--- src/rtl/trigger_chain_wb_arbiter_if.sv ---
// ---------------------------------------------------------------------------
// trigger_chain_wb_arbiter_if
//   One Wishbone classic bus segment, used for each master port and for the
//   target port of the trigger-chain arbiter.
//
//   Signals
//     cyc, stb, we   cycle, strobe, write enable        (master -> slave)
//     adr            address, ADDR_WIDTH bits           (master -> slave)
//     dat_w          write data, DATA_WIDTH bits        (master -> slave)
//     sel            byte selects, DATA_WIDTH/8 bits    (master -> slave)
//     ack, err, rty  cycle responses                    (slave -> master)
//     dat_r          read data, DATA_WIDTH bits         (slave -> master)
//
//   Modports
//     master  the side that initiates cycles
//     slave   the side that answers them
// ---------------------------------------------------------------------------
interface trigger_chain_wb_arbiter_if #(
   parameter int ADDR_WIDTH = 22,
   parameter int DATA_WIDTH = 32
) ();
   logic                    cyc;
   logic                    stb;
   logic                    we;
   logic [ADDR_WIDTH-1:0]   adr;
   logic [DATA_WIDTH-1:0]   dat_w;
   logic [DATA_WIDTH/8-1:0] sel;
   logic                    ack;
   logic                    err;
   logic                    rty;
   logic [DATA_WIDTH-1:0]   dat_r;

   modport master (
      output cyc, stb, we, adr, dat_w, sel,
      input  ack, err, rty, dat_r
   );

   modport slave (
      input  cyc, stb, we, adr, dat_w, sel,
      output ack, err, rty, dat_r
   );
endinterface

--- src/rtl/trigger_chain_wb_arbiter.sv ---
// ---------------------------------------------------------------------------
// trigger_chain_wb_arbiter
//   Two-master, one-target Wishbone arbiter in front of the 8-channel
//   trigger-chain coefficient/AGC target port. Master 0 is the host register
//   path, master 1 the on-chip auto-servo / coefficient loader.
//
//   Ownership is round-robin, granted per cyc assertion and held until the
//   owner drops cyc. A watchdog aborts a strobe the target never answers and
//   returns err to the owning master for exactly one cycle.
//
//   Ports
//     wb_clk_i         Wishbone clock, the only clock
//     wb_rstn_i        reset, asynchronous assert, active low
//     m0, m1           master-facing buses (slave modport)
//     s                target-facing bus (master modport)
//     grant_o          one-hot owner: 01 = master 0, 10 = master 1, 00 idle
//     timeout_count_o  saturating count of watchdog aborts
// ---------------------------------------------------------------------------
module trigger_chain_wb_arbiter #(
   parameter int ADDR_WIDTH     = 22,
   parameter int DATA_WIDTH     = 32,
   parameter int TIMEOUT_CYCLES = 255   // legal range 2..65535
) (
   input  logic                              wb_clk_i,
   input  logic                              wb_rstn_i,
   trigger_chain_wb_arbiter_if.slave         m0,
   trigger_chain_wb_arbiter_if.slave         m1,
   trigger_chain_wb_arbiter_if.master        s,
   output logic [1:0]                        grant_o,
   output logic [7:0]                        timeout_count_o
);

   typedef enum logic [1:0] {
      IDLE  = 2'd0,
      OWN0  = 2'd1,
      OWN1  = 2'd2,
      ABORT = 2'd3
   } state_t;

   localparam logic [15:0] WD_LAST = 16'(TIMEOUT_CYCLES - 1);

   state_t      state;
   logic        last_owner;    // 1 after reset so master 0 wins first contention
   logic        abort_owner;   // which master receives err during ABORT
   logic [15:0] wd_count;

   logic own0;
   logic own1;
   logic in_abort;
   logic any_resp;
   logic owner_cyc;

   assign own0     = (state == OWN0);
   assign own1     = (state == OWN1);
   assign in_abort = (state == ABORT);
   assign any_resp = s.ack | s.err | s.rty;
   assign grant_o  = {own1, own0};

   // ------------------------------------------------------------------------
   // Target-side mux: pure combinational path from the owner, so there is no
   // added latency once the grant is in place. Idle and ABORT drive zeros.
   // ------------------------------------------------------------------------
   logic                    cyc_mux;
   logic                    stb_mux;
   logic                    we_mux;
   logic [ADDR_WIDTH-1:0]   adr_mux;
   logic [DATA_WIDTH-1:0]   wdat_mux;
   logic [DATA_WIDTH/8-1:0] sel_mux;

   always_comb begin
      // NOTE: every output of a combinational block gets a default first so
      // no path through the case leaves it unassigned and infers a latch.
      cyc_mux   = 1'b0;
      stb_mux   = 1'b0;
      we_mux    = 1'b0;
      adr_mux   = '0;
      wdat_mux  = '0;
      sel_mux   = '0;
      owner_cyc = 1'b0;
      case (state)
         OWN0: begin
            cyc_mux   = m0.cyc;
            stb_mux   = m0.stb;
            we_mux    = m0.we;
            adr_mux   = m0.adr;
            wdat_mux  = m0.dat_w;
            sel_mux   = m0.sel;
            owner_cyc = m0.cyc;
         end
         OWN1: begin
            cyc_mux   = m1.cyc;
            stb_mux   = m1.stb;
            we_mux    = m1.we;
            adr_mux   = m1.adr;
            wdat_mux  = m1.dat_w;
            sel_mux   = m1.sel;
            owner_cyc = m1.cyc;
         end
         default: ;
      endcase
   end

   assign s.cyc   = cyc_mux;
   assign s.stb   = stb_mux;
   assign s.we    = we_mux;
   assign s.adr   = adr_mux;
   assign s.dat_w = wdat_mux;
   assign s.sel   = sel_mux;

   // ------------------------------------------------------------------------
   // Response routing: only the owner sees the target. During ABORT the owner
   // gets err regardless of any late ack, which is simply dropped.
   // ------------------------------------------------------------------------
   assign m0.ack   = own0 & s.ack;
   assign m0.err   = (own0 & s.err) | (in_abort & ~abort_owner);
   assign m0.rty   = own0 & s.rty;
   assign m0.dat_r = own0 ? s.dat_r : '0;

   assign m1.ack   = own1 & s.ack;
   assign m1.err   = (own1 & s.err) | (in_abort & abort_owner);
   assign m1.rty   = own1 & s.rty;
   assign m1.dat_r = own1 ? s.dat_r : '0;

   // ------------------------------------------------------------------------
   // Arbitration FSM and watchdog.
   // ------------------------------------------------------------------------
   // NOTE: sequential state uses non-blocking assignments so every register
   // samples the pre-edge values, independent of statement order.
   always_ff @(posedge wb_clk_i or negedge wb_rstn_i) begin
      if (!wb_rstn_i) begin
         state           <= IDLE;
         last_owner      <= 1'b1;
         abort_owner     <= 1'b0;
         wd_count        <= '0;
         timeout_count_o <= '0;
      end else begin
         case (state)
            IDLE: begin
               wd_count <= '0;
               // Master 0 wins if alone, or if master 1 owned the bus last.
               if (m0.cyc && (!m1.cyc || last_owner)) begin
                  state      <= OWN0;
                  last_owner <= 1'b0;
               end else if (m1.cyc) begin
                  state      <= OWN1;
                  last_owner <= 1'b1;
               end
            end

            OWN0, OWN1: begin
               if (!owner_cyc) begin
                  // Owner release takes priority over a coincident timeout.
                  state    <= IDLE;
                  wd_count <= '0;
               end else if (s.stb && !any_resp) begin
                  if (wd_count == WD_LAST) begin
                     state       <= ABORT;
                     abort_owner <= own1;
                     wd_count    <= '0;
                     if (timeout_count_o != 8'hFF)
                        timeout_count_o <= timeout_count_o + 8'd1;
                  end else begin
                     wd_count <= wd_count + 16'd1;
                  end
               end else begin
                  // No strobe, or the target answered: the transfer is alive.
                  wd_count <= '0;
               end
            end

            ABORT: begin
               state    <= IDLE;
               wd_count <= '0;
            end

            default: state <= IDLE;
         endcase
      end
   end

endmodule

--- src/flat_wrapper.sv ---
// flat-port wrapper written by rule: the top's interface ports become plain ports
module trigger_chain_wb_arbiter_flat 
#(
   parameter int ADDR_WIDTH     = 22,
   parameter int DATA_WIDTH     = 32,
   parameter int TIMEOUT_CYCLES = 255                          
)
  (wb_clk_i, wb_rstn_i, grant_o, timeout_count_o, m0_cyc, m0_stb, m0_we, m0_adr, m0_dat_w, m0_sel, m0_ack, m0_err, m0_rty, m0_dat_r, m1_cyc, m1_stb, m1_we, m1_adr, m1_dat_w, m1_sel, m1_ack, m1_err, m1_rty, m1_dat_r, s_cyc, s_stb, s_we, s_adr, s_dat_w, s_sel, s_ack, s_err, s_rty, s_dat_r);
  trigger_chain_wb_arbiter_if #(.ADDR_WIDTH(ADDR_WIDTH), .DATA_WIDTH(DATA_WIDTH)) m0_i ();
  trigger_chain_wb_arbiter_if #(.ADDR_WIDTH(ADDR_WIDTH), .DATA_WIDTH(DATA_WIDTH)) m1_i ();
  trigger_chain_wb_arbiter_if #(.ADDR_WIDTH(ADDR_WIDTH), .DATA_WIDTH(DATA_WIDTH)) s_i ();
  input  logic wb_clk_i;
  input  logic wb_rstn_i;
  output logic [1:0] grant_o;
  output logic [7:0] timeout_count_o;
  input wire logic [$bits(m0_i.cyc)-1:0] m0_cyc;
  input wire logic [$bits(m0_i.stb)-1:0] m0_stb;
  input wire logic [$bits(m0_i.we)-1:0] m0_we;
  input wire logic [$bits(m0_i.adr)-1:0] m0_adr;
  input wire logic [$bits(m0_i.dat_w)-1:0] m0_dat_w;
  input wire logic [$bits(m0_i.sel)-1:0] m0_sel;
  output wire logic [$bits(m0_i.ack)-1:0] m0_ack;
  output wire logic [$bits(m0_i.err)-1:0] m0_err;
  output wire logic [$bits(m0_i.rty)-1:0] m0_rty;
  output wire logic [$bits(m0_i.dat_r)-1:0] m0_dat_r;
  input wire logic [$bits(m1_i.cyc)-1:0] m1_cyc;
  input wire logic [$bits(m1_i.stb)-1:0] m1_stb;
  input wire logic [$bits(m1_i.we)-1:0] m1_we;
  input wire logic [$bits(m1_i.adr)-1:0] m1_adr;
  input wire logic [$bits(m1_i.dat_w)-1:0] m1_dat_w;
  input wire logic [$bits(m1_i.sel)-1:0] m1_sel;
  output wire logic [$bits(m1_i.ack)-1:0] m1_ack;
  output wire logic [$bits(m1_i.err)-1:0] m1_err;
  output wire logic [$bits(m1_i.rty)-1:0] m1_rty;
  output wire logic [$bits(m1_i.dat_r)-1:0] m1_dat_r;
  output wire logic [$bits(s_i.cyc)-1:0] s_cyc;
  output wire logic [$bits(s_i.stb)-1:0] s_stb;
  output wire logic [$bits(s_i.we)-1:0] s_we;
  output wire logic [$bits(s_i.adr)-1:0] s_adr;
  output wire logic [$bits(s_i.dat_w)-1:0] s_dat_w;
  output wire logic [$bits(s_i.sel)-1:0] s_sel;
  input wire logic [$bits(s_i.ack)-1:0] s_ack;
  input wire logic [$bits(s_i.err)-1:0] s_err;
  input wire logic [$bits(s_i.rty)-1:0] s_rty;
  input wire logic [$bits(s_i.dat_r)-1:0] s_dat_r;
  assign m0_i.cyc = m0_cyc;
  assign m0_i.stb = m0_stb;
  assign m0_i.we = m0_we;
  assign m0_i.adr = m0_adr;
  assign m0_i.dat_w = m0_dat_w;
  assign m0_i.sel = m0_sel;
  assign m0_ack = m0_i.ack;
  assign m0_err = m0_i.err;
  assign m0_rty = m0_i.rty;
  assign m0_dat_r = m0_i.dat_r;
  assign m1_i.cyc = m1_cyc;
  assign m1_i.stb = m1_stb;
  assign m1_i.we = m1_we;
  assign m1_i.adr = m1_adr;
  assign m1_i.dat_w = m1_dat_w;
  assign m1_i.sel = m1_sel;
  assign m1_ack = m1_i.ack;
  assign m1_err = m1_i.err;
  assign m1_rty = m1_i.rty;
  assign m1_dat_r = m1_i.dat_r;
  assign s_cyc = s_i.cyc;
  assign s_stb = s_i.stb;
  assign s_we = s_i.we;
  assign s_adr = s_i.adr;
  assign s_dat_w = s_i.dat_w;
  assign s_sel = s_i.sel;
  assign s_i.ack = s_ack;
  assign s_i.err = s_err;
  assign s_i.rty = s_rty;
  assign s_i.dat_r = s_dat_r;
  trigger_chain_wb_arbiter #(.ADDR_WIDTH(ADDR_WIDTH), .DATA_WIDTH(DATA_WIDTH), .TIMEOUT_CYCLES(TIMEOUT_CYCLES)) u_core (.wb_clk_i(wb_clk_i), .wb_rstn_i(wb_rstn_i), .m0(m0_i), .m1(m1_i), .s(s_i), .grant_o(grant_o), .timeout_count_o(timeout_count_o));
endmodule
--- config.mk ---
export PLATFORM = sky130hd
export DESIGN_NAME = trigger_chain_wb_arbiter_flat
export DESIGN_NICKNAME = d
export VERILOG_FILES = /design/src/rtl/trigger_chain_wb_arbiter_if.sv /design/src/rtl/trigger_chain_wb_arbiter.sv /design/src/flat_wrapper.sv
export SDC_FILE = /design/constraint.sdc
export NUM_CORES = 1
export LEC_CHECK = 0
export CORE_AREA = 2 2 117 119
export CTS_BUF_LIST = sky130_fd_sc_hd__clkbuf_8
export DETAILED_ROUTE_END_ITERATION = 10
export DIE_AREA = 0 0 119 121
export PLACE_DENSITY = 0.67
export SETUP_SLACK_MARGIN = 0.05
export SLEW_MARGIN = 15
export SYNTH_ARGS = -nofsm -noshare
export SYNTH_HDL_FRONTEND = slang
export SYNTH_SLANG_ARGS = --single-unit
--- constraint.sdc ---
create_clock -name wb_clk_i -period 2.3 [get_ports wb_clk_i]
set_clock_uncertainty 0.1 [all_clocks]
set_input_delay 0.46 -clock wb_clk_i [delete_from_list [all_inputs] [get_ports wb_clk_i]]
set_output_delay 0.46 -clock wb_clk_i [all_outputs]
set_load 0.01 [all_outputs]
==> implementation parameters <==
Parameter                              Value

Outcome
  Status ... finished with violations
  Violated checks ... negative setup slack

Layout
  Cell area after layout ... 7590 um2
  Share of post-route cells with drive strength above 1 ... 0.526
  Count of placed standard cells in the final layout, fillers left out ... 898
  Total of fill cells in the finished design ... 1,124
  Count of nets after finishing ... 889
  Core Util, Final ... 0.580
  Layout overhead on the synthesized area ... 162%
  Diode count ... 0

Worst setup path
  R2R depth ... 7
  Worst setup SP type ... register
  Worst endpoint data arrival time ... 2520 ps
  Critical Path Fanout Max ... 3
  Critical Path Slowest Stage Cell ... sky130_fd_sc_hd__or4b_4
  CP endpoint ... u_core.abort_owner
  Combined buffer and inverter count along the critical path ... 2
  Worst path top cell family by delay ... simple AND/OR/NAND/NOR gates
  Reg2reg start ... u_core.state[1]
  Crit-path cells ... inv_4 > ha_4 > or4b_4 > or3b_4 > nor2_4 > buf_4 > mux2_4
  Worst path depth ... 7
  Launch point of the worst path ... u_core.state[1]
  Reg2Reg Capture Point ... u_core.abort_owner
  Critical path data required time ... 2380 ps
  FF-to-FF setup slack ... -150 ps
  Endpoint class of the critical path ... register
  Largest incremental delay on the critical path ... 460 ps
  Crit Path Class ... reg -> reg

STA
  Final critical delay including setup and external delays ... 2450 ps
  Total of endpoints with negative setup slack in the final report ... 65
  Highest attainable clock frequency ... 0.409 GHz
  Relative slew slack ... 0.727
  Final hold violation count ... 0
  Setup repair after global routing missed its margin ... yes
  Final-report max-slew violation count ... 0
  Hold slack final ... 431 ps
  Fin worst setup slack ... -146 ps
  Final period util ... 1.06
  Worst-Margin Slew ... 405 ps

Die
  Placement Rows ... 42
  Die height ... 121 um
  Core outline area ... 13,100 um2
  Initial Util ... 0.222
  Die ar. ... 14,400 um2
  Floorplan die width ... 119 um
  I/O pin total ... 300

Clocking
  H-tree depth reported by CTS ... 1
  CTS clock-pin slew for the worst setup and hold paths ... 100 ps
  Total clock buffers created by CTS ... 3
  Root Buffer ... sky130_fd_sc_hd__clkbuf_8
  CTS tree ... built
  Buffers from clock root to sink, at most ... 2
  Worst-skew pair later-pin latency ... 280 ps
  Num Clock Sinks ... 28

Power and ir drop
  Internal power component ... 0.00447 W
  Worst IR Drop VDD ... 0.000385 V
  Switching power ... 0.00304 W
  Portion of total power attributed to the clock network ... 0.042
  Fraction of power spent switching nets ... 0.405
  Leakage Power ... 3.21 nW
  Cell area power density ... 989 nW/um2
  Logic gate share of total power ... 0.883
  Share of total power in sequential cells ... 0.075
  Overall power of the completed layout ... 0.00751 W

Place
  Post-DP HPWL ... 15.6 mm
  Cell area after placement ... 6390 um2
  Routability congestion estimate from global placement ... 0.966
  Buffers added on ports ... 299
  Cell total after placement ... 851

Logic synthesis
  Synthesized netlist cell count ... 372
  Yosys cell types ... 38
  Number of warnings reported in the yosys synthesis log ... 0
  Leading register cell type out of synthesis ... sky130_fd_sc_hd__dfrtp_1
  Average footprint of a synthesized cell ... 7.80 um2
  Proportion of netlist area held by the largest area contributor ... 0.233
  Syn_nets ... 538
  Cell accounting for the most synthesized area ... sky130_fd_sc_hd__dfrtp_1
  Post-synth EDFFs ... 0
  Cell with the most instances after synthesis ... sky130_fd_sc_hd__and2_1
  Commonest cells in the netlist ... sky130_fd_sc_hd__and2_1, sky130_fd_sc_hd__a22oi_1, sky130_fd_sc_hd__nor2b_1, sky130_fd_sc_hd__clkbuf_1, sky130_fd_sc_hd__dfrtp_1
  Sequential-to-total area share from yosys stat ... 0.242
  Cell types occupying the most area after synthesis ... sky130_fd_sc_hd__dfrtp_1, sky130_fd_sc_hd__a22oi_1, sky130_fd_sc_hd__and2_1, sky130_fd_sc_hd__nor2b_1, sky130_fd_sc_hd__clkbuf_1
  Mapped cell area ... 2900 um2
  Post-synth ARST share ... 1.00
  Post-synthesis register bit count ... 28

Detailed routing
  Iteration-0 DRC Markers ... 192
  Number of vias after detailed routing ... 4,302
  Number of optimization iterations in the first detailed-route pass ... 4
  Routed len/inst ... 23.2 um
  Post-route antenna net violation count ... 0
  Number of remaining DRC errors ... 0
  Sum of routed wire length over all layers ... 20.8 mm
  Detail-routed via count per cell ... 4.79

Worst hold path
  Startpoint of the lowest-slack hold path ... u_core.last_owner
  Worst hold-check path type ... reg -> reg

Run
  Max Cap Violations ... 0

Global routing
  Initial antenna violation count ... 2
  First-pass GRT wire length ... 27.7 mm
  Pin count of the biggest net entering global routing ... 32
  Global routing usage summed across all routing layers ... 0.257
  Vias in the first global route ... 4,270
  GR Overflow Total ... 0
-- worst min path at each step --
| stage | end | cells after the start |
|---|---|---|
| after global placement | u_core.wd_count[0] | 1 |
| after detailed placement | u_core.wd_count[0] | 1 |
| final | u_core.last_owner | 2 |
| after CTS | u_core.last_owner | 2 |
| after floorplan | u_core.abort_owner | 0 |
| after global routing | u_core.timeout_count_o[5] | 1 |
-- cell families (layout without fill, tap and decap cells) --
family                   count (synthesis)  after routing  share of synthesized area
XOR/XNOR                                18             18                     0.0544
buffers and inverters                   41            391                     0.0565
adder cells (fa/ha/maj)                  7              7                     0.0302
AND/OR/NAND/NOR                        200            200                      0.413
AO/OA/AOI/OAI                           74             74                      0.187
flip-flops                              28             28                      0.242
multiplexers                             4              4                     0.0168
-- flip-flops by register name, summed over array words and instances (netlist names) --
| signal | flops |
|---|---|
| u_core.timeout_count_o | 8 |
| u_core.abort_owner | 1 |
| u_core.last_owner | 1 |
| u_core.wd_count | 16 |
| u_core.state | 2 |
-- through the flow --
stage / worst slack (ps) / TNS, ps
floorplan: -82.7 / -322
global placement: -410 / -22460
detailed placement: -421 / -26810
CTS: -137 / -1920
global route: -169 / -6470
finish: -146 / -3100
-- routing by layer --
layer	share of wire	vias to the layer above	track usage
met3	0.15	24	0.174
met2	0.46	223	0.418
met4	0.013	4	0.0246
li1	-	1998	-
met5	0.0011	-	0
met1	0.37	2053	0.290
-- area by class of cell --
cell class | count | area, um2 | area share
Multi-Input combinational cell | 303 | 2760 | 0.363
Sequential cell | 28 | 704 | 0.0928
Timing Repair Buffer | 381 | 3830 | 0.504
Inverter | 6 | 27.5 | 0.00363
Tap cell | 176 | 220 | 0.0290
Clock buffer | 4 | 55.1 | 0.00725
-- power groups by stage --
stage          Combinational [W]  Sequential (W)  Clock [W]
2_1_floorplan            0.00193        0.000560          0
3_3_place_gp             0.00456        0.000560          0
3_5_place_dp             0.00459        0.000564          0
4_1_cts                  0.00511        0.000559   0.000309
5_1_grt                  0.00699        0.000567   0.000336
6_report                 0.00663        0.000564   0.000312
-- tightest hold or removal path, delay by kind of cell, from the launching register on --
family             cells  cell delay, ps
DFF                    1             400
and+or+nand+nor        1              50
AOI/OAI and AO/OA      1              80
-- repair_timing --
action / in CTS / in global routing
gates cloned: 5 / 8
gates resized for setup: 630 / 212
pin swaps: 45 / 27
hold buffers: 0 / 0
buffers inserted: 17 / 19
endpoints found under the setup margin: 159 / 130
-- placed cells by master (no fill, tap or decap), types with 8 or more instances in the layout --
| cell | Yosys | routed |
|---|---|---|
| sky130_fd_sc_hd__nand2_1 | 11 | 10 |
| sky130_fd_sc_hd__a22oi_2 | 0 | 59 |
| sky130_fd_sc_hd__buf_6 | 0 | 76 |
| sky130_fd_sc_hd__and3_1 | 8 | 8 |
| sky130_fd_sc_hd__clkbuf_2 | 0 | 10 |
| sky130_fd_sc_hd__and2_4 | 0 | 30 |
| sky130_fd_sc_hd__nor2b_1 | 60 | 31 |
| sky130_fd_sc_hd__and2_1 | 68 | 38 |
| sky130_fd_sc_hd__buf_2 | 2 | 58 |
| sky130_fd_sc_hd__dfrtp_1 | 27 | 25 |
| sky130_fd_sc_hd__xor2_1 | 12 | 12 |
| sky130_fd_sc_hd__clkdlybuf4s50_1 | 0 | 166 |
| sky130_fd_sc_hd__nor2_4 | 1 | 18 |
| sky130_fd_sc_hd__buf_4 | 2 | 38 |
| sky130_fd_sc_hd__nor2b_2 | 0 | 22 |
| sky130_fd_sc_hd__buf_12 | 0 | 14 |
No activity file was read; power rests on OpenSTA's default activity.
